### config.mk
export PLATFORM = sky130hd
export DESIGN_NAME = fft_peak_bin
export DESIGN_NICKNAME = d
export VERILOG_FILES = /design/src/rtl/fft_peak_bin.sv
export SDC_FILE = /design/constraint.sdc
export NUM_CORES = 1
export LEC_CHECK = 0
export ABC_AREA = 1
export CORE_MARGIN = 2
export CORE_UTILIZATION = 36
export CTS_CLUSTER_DIAMETER = 40
export CTS_CLUSTER_SIZE = 30
export DETAILED_ROUTE_END_ITERATION = 7
export PLACE_DENSITY = 0.64
export SLEW_MARGIN = 20
export SYNTH_ARGS = -nofsm -noshare
export SYNTH_HDL_FRONTEND = slang
export SYNTH_SLANG_ARGS = --single-unit
### constraint.sdc
create_clock -name clk -period 4.2 [get_ports clk]
set_input_delay 0.84 -clock clk [delete_from_list [all_inputs] [get_ports clk]]
set_output_delay 0.84 -clock clk [all_outputs]
set_load 0.1 [all_outputs]
### src/rtl/fft_peak_bin.sv
// fft_peak_bin
// Streaming peak-bin detector for one FFT output frame per i_sop. For each
// bin in the lower half-spectrum it forms |re|+|im| and tracks the strongest
// bin. The result of the last completed frame is held on o_bin/o_mag, so the
// downstream threshold/jump stage can sample it on any cycle.
//
// Ports:
//   clk      - single clock, rising edge
//   rst      - asynchronous, active-high reset
//   i_valid  - one FFT bin presented this cycle
//   i_sop    - qualifies i_valid, marks bin 0 of a frame
//   i_real   - signed real part (DW bits)
//   i_imag   - signed imaginary part (DW bits)
//   o_bin    - peak bin index of the last completed frame (LGFFT-1 bits), held
//   o_mag    - peak magnitude of the last completed frame (DW+1 bits), held
//   o_valid  - one-cycle pulse when o_bin/o_mag update
//   o_drop   - one-cycle pulse when a frame is aborted by an early i_sop
module fft_peak_bin #(
  parameter int FFT       = 1024,
  parameter int HFFT      = FFT / 2,
  parameter int LGFFT     = 10,
  parameter int DW        = 16,
  parameter int MINBIN    = 1,
  parameter int MAGTHRESH = 1024
) (
  input  logic                 clk,
  input  logic                 rst,
  input  logic                 i_valid,
  input  logic                 i_sop,
  input  logic signed [DW-1:0] i_real,
  input  logic signed [DW-1:0] i_imag,
  output logic [LGFFT-2:0]     o_bin,
  output logic [DW:0]          o_mag,
  output logic                 o_valid,
  output logic                 o_drop
);

  typedef enum logic [1:0] {IDLE, SCAN, SKIP} state_t;

  localparam logic [LGFFT-1:0] ONE       = LGFFT'(1);
  localparam logic [LGFFT-1:0] MIN_B     = LGFFT'(MINBIN);
  localparam logic [LGFFT-1:0] LAST_SCAN = LGFFT'(HFFT - 1);
  localparam logic [LGFFT-1:0] LAST_BIN  = LGFFT'(FFT - 1);
  localparam logic [DW:0]      THRESH    = (DW + 1)'(MAGTHRESH);

  state_t           state_q, state_d;
  logic [LGFFT-1:0] bin_q, bin_d;

  // Per-sample decode from the frame FSM, registered into stage 1
  logic             acc;
  logic             first;
  logic             last;
  logic             abort;
  logic             cmp;
  logic [LGFFT-1:0] cur_bin;

  // Stage 1 registers
  logic             s1_valid;
  logic             s1_first;
  logic             s1_last;
  logic             s1_abort;
  logic             s1_cmp;
  logic [DW:0]      s1_mag;
  logic [LGFFT-2:0] s1_bin;

  // Stage 2 trackers
  logic [DW:0]      best_mag;
  logic [LGFFT-2:0] best_bin;
  logic             pub_pend;

  logic [DW:0]      base_mag;
  logic [LGFFT-2:0] base_bin;
  logic             take;

  // Approximate magnitude. Components are sign-extended by one bit first so
  // that negating the most negative value cannot overflow.
  logic [DW:0] real_ext, imag_ext, abs_real, abs_imag, mag;

  assign real_ext = {i_real[DW-1], i_real};
  assign imag_ext = {i_imag[DW-1], i_imag};
  assign abs_real = i_real[DW-1] ? -real_ext : real_ext;
  assign abs_imag = i_imag[DW-1] ? -imag_ext : imag_ext;
  assign mag      = abs_real + abs_imag;

  // Frame state and bin counter register
  always_ff @(posedge clk or posedge rst) begin
    if (rst) begin
      state_q <= IDLE;
      bin_q   <= '0;
    end else begin
      state_q <= state_d;
      bin_q   <= bin_d;
    end
  end

  // Frame sequencing. bin_q holds the index the next accepted sample will
  // take; any i_sop sample is bin 0 and restarts the count at 1. In SCAN an
  // i_sop abandons the unfinished frame, in SKIP it is an ordinary restart.
  always_comb begin
    state_d = state_q;
    bin_d   = bin_q;
    acc     = 1'b0;
    first   = 1'b0;
    last    = 1'b0;
    abort   = 1'b0;
    cur_bin = bin_q;
    case (state_q)
      IDLE: begin
        if (i_valid && i_sop) begin
          acc     = 1'b1;
          first   = 1'b1;
          cur_bin = '0;
          bin_d   = ONE;
          state_d = SCAN;
        end
      end
      SCAN: begin
        if (i_valid) begin
          acc = 1'b1;
          if (i_sop) begin
            abort   = 1'b1;
            first   = 1'b1;
            cur_bin = '0;
            bin_d   = ONE;
          end else begin
            bin_d = bin_q + ONE;
            if (bin_q == LAST_SCAN) begin
              last    = 1'b1;
              state_d = SKIP;
            end
          end
        end
      end
      SKIP: begin
        if (i_valid) begin
          acc = 1'b1;
          if (i_sop) begin
            first   = 1'b1;
            cur_bin = '0;
            bin_d   = ONE;
            state_d = SCAN;
          end else if (bin_q == LAST_BIN) begin
            bin_d   = '0;
            state_d = IDLE;
          end else begin
            bin_d = bin_q + ONE;
          end
        end
      end
      default: begin
        state_d = IDLE;
        bin_d   = '0;
      end
    endcase
    cmp = acc && (cur_bin >= MIN_B) && (cur_bin <= LAST_SCAN);
  end

  // Stage 1: register the magnitude alongside its bin index and frame tags
  always_ff @(posedge clk or posedge rst) begin
    if (rst) begin
      s1_valid <= 1'b0;
      s1_first <= 1'b0;
      s1_last  <= 1'b0;
      s1_abort <= 1'b0;
      s1_cmp   <= 1'b0;
      s1_mag   <= '0;
      s1_bin   <= '0;
    end else begin
      s1_valid <= acc;
      s1_first <= first;
      s1_last  <= last;
      s1_abort <= abort;
      s1_cmp   <= cmp;
      s1_mag   <= mag;
      s1_bin   <= cur_bin[LGFFT-2:0];
    end
  end

  // The first sample of a frame compares against a cleared tracker rather
  // than the previous frame's best. Strict greater-than keeps the lowest
  // index on ties.
  always_comb begin
    base_mag = s1_first ? '0 : best_mag;
    base_bin = s1_first ? '0 : best_bin;
    take     = s1_valid && s1_cmp && (s1_mag > base_mag);
  end

  // Stage 2: best trackers plus the publish request and drop pulse. A
  // publish pending here is consumed one edge later, before a following
  // frame's clear can reach the trackers.
  always_ff @(posedge clk or posedge rst) begin
    if (rst) begin
      best_mag <= '0;
      best_bin <= '0;
      pub_pend <= 1'b0;
      o_drop   <= 1'b0;
    end else begin
      if (s1_valid) begin
        best_mag <= take ? s1_mag : base_mag;
        best_bin <= take ? s1_bin : base_bin;
      end
      pub_pend <= s1_valid && s1_last;
      o_drop   <= s1_valid && s1_abort;
    end
  end

  // Publish: weak peaks report bin 0 but still carry their magnitude
  always_ff @(posedge clk or posedge rst) begin
    if (rst) begin
      o_bin   <= '0;
      o_mag   <= '0;
      o_valid <= 1'b0;
    end else begin
      o_valid <= pub_pend;
      if (pub_pend) begin
        o_mag <= best_mag;
        o_bin <= (best_mag >= THRESH) ? best_bin : '0;
      end
    end
  end

endmodule

==> results.sh <==
export IMPL_rows=47
export IMPL_min_period_over_period_pct=77.85
export IMPL_clockBufferDepth=2
export IMPL_slowest_delay_ns=0.43
export IMPL_yosysSeqAreaShare_pct=40.79
export IMPL_final_layout_size_suffix_gt1_share_pct=9.383
export IMPL_nFillCells=1643
export IMPL_ant_nets=0
export IMPL_critPathTopFamily="simple AND/OR/NAND/NOR gates"
export IMPL_startpoint="i_real[0]"
export IMPL_synth_edff_count=0
export IMPL_synth_area_per_cell_um2=8.124
export IMPL_p_int_mw=2.107
export IMPL_avgViaCountPerCell=4.508
export IMPL_r2r_end="best_bin[8]$_DFFE_PP0P_"
export IMPL_layout_commonest_cell="nand2_1"
export IMPL_gp_congestion=0.8866
export IMPL_seqCellArea_um2=2452
export IMPL_dr_pass1_iters=4
export IMPL_hold_path_class="reg -> reg"
export IMPL_post_cts_resized=0
export IMPL_htreeDepth=3
export IMPL_syn2layout_area_growth_pct=19.71
export IMPL_p_clk_share_pct=25.7
export IMPL_period_needed_ns=3.270
export IMPL_finClkSkew_ns=0.008030
export IMPL_grt_pass1_wl_um=20780
export IMPL_first_iter_violations=324
export IMPL_n_antenna_cell=0
export IMPL_synth_top_area_cell="dfrtp_1"
export IMPL_grt_pass1_vias=4501
export IMPL_routed_wl_um=11610
export IMPL_syn_nets=817
export IMPL_post_place_ws_ns=0.5672
export IMPL_end_kind="flop"
export IMPL_clk_pin_slew_ns=0.07
export IMPL_seqPwrFrac_pct=36.2
export IMPL_cts_hold_fix_buffers=0
export IMPL_tightest_slew_ns=0.9736
export IMPL_synth_cell_types=45
export IMPL_ys_seq_elements=98
export IMPL_start_util_pct=36.51
export IMPL_cp_common_cell="nand3_1"
export IMPL_postCtsSetupBuffers=0
export IMPL_r2r_worst_path_cells=12
export IMPL_fin_util_pct=43.71
export IMPL_dieWidth_um=133.2
export IMPL_cp_depth=15
export IMPL_setup_ws_ns=0.9305
export IMPL_required_ns=4.46
export IMPL_overflow=0
export IMPL_p_comb_share_pct=38.1
export IMPL_cts_root_buf="clkbuf_16"
export IMPL_final_cell_mix="nand2_1 (185), inv_1 (100), dfrtp_1 (98), nand3_1 (67), clkdlybuf4s50_1 (63)"
export IMPL_crit_type="in -> reg"
export IMPL_finalSetupViolations=0
export IMPL_synth_area_leaders="dfrtp_1 (41%), nand2_1 (12%), ha_1 (8.3%), inv_1 (6.3%), nand3_1 (5.6%)"
export IMPL_outcome="complete, no violations"
export IMPL_p_leak_nw=3.629
export IMPL_max_freq_mhz=305.9
export IMPL_cts_tree="built"
export IMPL_clk_insertion_delay_late_ns=0.35
export IMPL_synth_main_ff_cell="dfrtp_1"
export IMPL_path_buf_inv=2
export IMPL_cts_sinks=98
export IMPL_worstReg2RegStart="s1_first$_DFF_PP0_"
export IMPL_irDropWorstVdd_mv=0.1975
export IMPL_fin_setup_tns_ns=0
export IMPL_switching_share_pct=38.04
export IMPL_hold_viol=0
export IMPL_port_buffers=63
export IMPL_dieArea_um2=17750
export IMPL_hold_ws_ns=0.4336
export IMPL_netlist_area_um2=6012
export IMPL_hpwl_um=9204
export IMPL_dr_total_vias=4643
export IMPL_p_total_mw=3.400
export IMPL_synthCells=740
export IMPL_synthArstFlopShare_pct=100.0
export IMPL_nets=882
export IMPL_numCtsBuffers=9
export IMPL_slowest_stage="clkdlybuf4s50_1"
export IMPL_drc=0
export IMPL_ys_warn_count=0
export IMPL_die_y_um=133.2
export IMPL_crit_path_end="s1_mag[13]$_DFF_PP0_"
export IMPL_antenna_found_initial=0
export IMPL_rsz0062_at_grt="no"
export IMPL_slew_violations=0
export IMPL_critPathLaunchType="input pin"
export IMPL_grt_max_degree=38
export IMPL_maxCapViolations=0
export IMPL_yosys_area_top_type_share_pct=40.79
export IMPL_relSlewSlack_pct=34.89
export IMPL_p_switching_mw=1.293
export IMPL_rrSetupSlack_ns=1.64
export IMPL_multi_input_area_um2=3064
export IMPL_power_density_nw_per_um2=472.4
export IMPL_path_max_fanout=5
export IMPL_core_um2=16470
export IMPL_wire_per_inst_um=11.27
export IMPL_cp_arrival_ns=3.53
export IMPL_worstPathCellList="clkdlybuf4s50_1, inv_1, ha_1, nand3_1, nor3_1, nand3_1, nand2_1, o21ai_0, xor2_1, ha_1, a21oi_1, a21boi_0, nand3_1, a21oi_1, xnor2_1"
export IMPL_ios=64
export IMPL_grt_usage_pct=14.00
## worst min path at each step
| stage | start | end | slack (ns) | cells after the start |
|---|---|---|---|---|
| CTS | s1_last$_DFF_PP0_ | pub_pend$_DFF_PP0_ | 0.44 | 2 |
| global placement | s1_last$_DFF_PP0_ | pub_pend$_DFF_PP0_ | 0.42 | 2 |
| global route | s1_last$_DFF_PP0_ | pub_pend$_DFF_PP0_ | 0.47 | 2 |
| finish | s1_abort$_DFF_PP0_ | o_drop$_DFF_PP0_ | 0.43 | 2 |
| detailed placement | s1_last$_DFF_PP0_ | pub_pend$_DFF_PP0_ | 0.42 | 2 |
| floorplan | pub_pend$_DFF_PP0_ | o_valid$_DFF_PP0_ | 0.35 | 0 |
## metal layers
| metal | wire, um | vias to the layer above | global-route usage [%] |
|---|---|---|---|
| met2 | 5126 | 76 | 22.16 |
| met4 | 183 | 0 | 4.787 |
| met5 | 0 | - | 0 |
| met1 | 5888 | 2052 | 19.71 |
| li1 | - | 2504 | - |
| met3 | 414 | 11 | 2.055 |
## Yosys cell counts, drive strengths merged (3+ instances only)
library cell / instances
buf: 9
nor2: 47
nand3b: 3
clkbuf: 5
nand3: 71
dfrtp: 98
xor2: 29
nor3: 8
mux2: 15
nand2: 200
ha: 40
nor4: 3
nand4: 5
a21o: 4
o22ai: 15
xnor2: 10
o21ai: 27
inv: 106
clkinv: 4
a21oi: 29
## power groups by stage
stage / Sequential (mW) / Combinational (mW) / Clock (mW)
6_report: 1.23 / 1.30 / 0.875
5_1_grt: 1.25 / 1.51 / 0.934
4_1_cts: 1.23 / 1.31 / 0.899
3_5_place_dp: 1.25 / 1.31 / 0
3_3_place_gp: 1.24 / 1.29 / 0
2_1_floorplan: 1.21 / 1.04 / 0
## registers in the layout (all words and copies together), names as in the netlist
| signal | flops |
|---|---|
| pub_pend | 1 |
| state_q | 2 |
| o_bin | 9 |
| best_bin | 9 |
| s1_first | 1 |
| s1_mag | 17 |
| s1_cmp | 1 |
| s1_last | 1 |
| bin_q | 10 |
| o_drop | 1 |
| s1_valid | 1 |
| o_mag | 17 |
| s1_bin | 9 |
| o_valid | 1 |
| best_mag | 17 |
| s1_abort | 1 |
## cell families after synthesis
kind of cell,synth area share (%)
mux,2.810
xor+xnor,5.681
fa+ha+maj,8.658
buf+inv,8.241
flops,40.79
compound gates,7.992
simple gates,25.83
## metrics by stage
stage	cells	cell area (um2)
3_5_place_dp	1014	6877
2_1_floorplan	740	6012
6_report	1030	7197
5_1_grt	1030	7197
3_3_place_gp	1014	6877
4_1_cts	1030	7197
## layout make-up
class                      count  area share [%]
clock buffer                  11           3.234
tap                          220           3.825
timing repair buffer          68           9.284
inverter                     110           5.789
multi-input combinational    518           42.58
sequential                    98           34.08
clock inverter                 5           1.217
## worst reg2reg max path, cell delays in order (launching register included)
cell and delay (ns):
dfrtp_1 0.35, clkinv_1 0.37, nand2_1 0.25, ha_1 0.27
nand2_1 0.14, nor2_4 0.07, nand2_1 0.07, nor2_2 0.05
nor2_4 0.39, nand2_8 0.23, inv_2 0.19, nand2_1 0.06
nand2_1 0.07
Power figures use the tool's default switching activity.
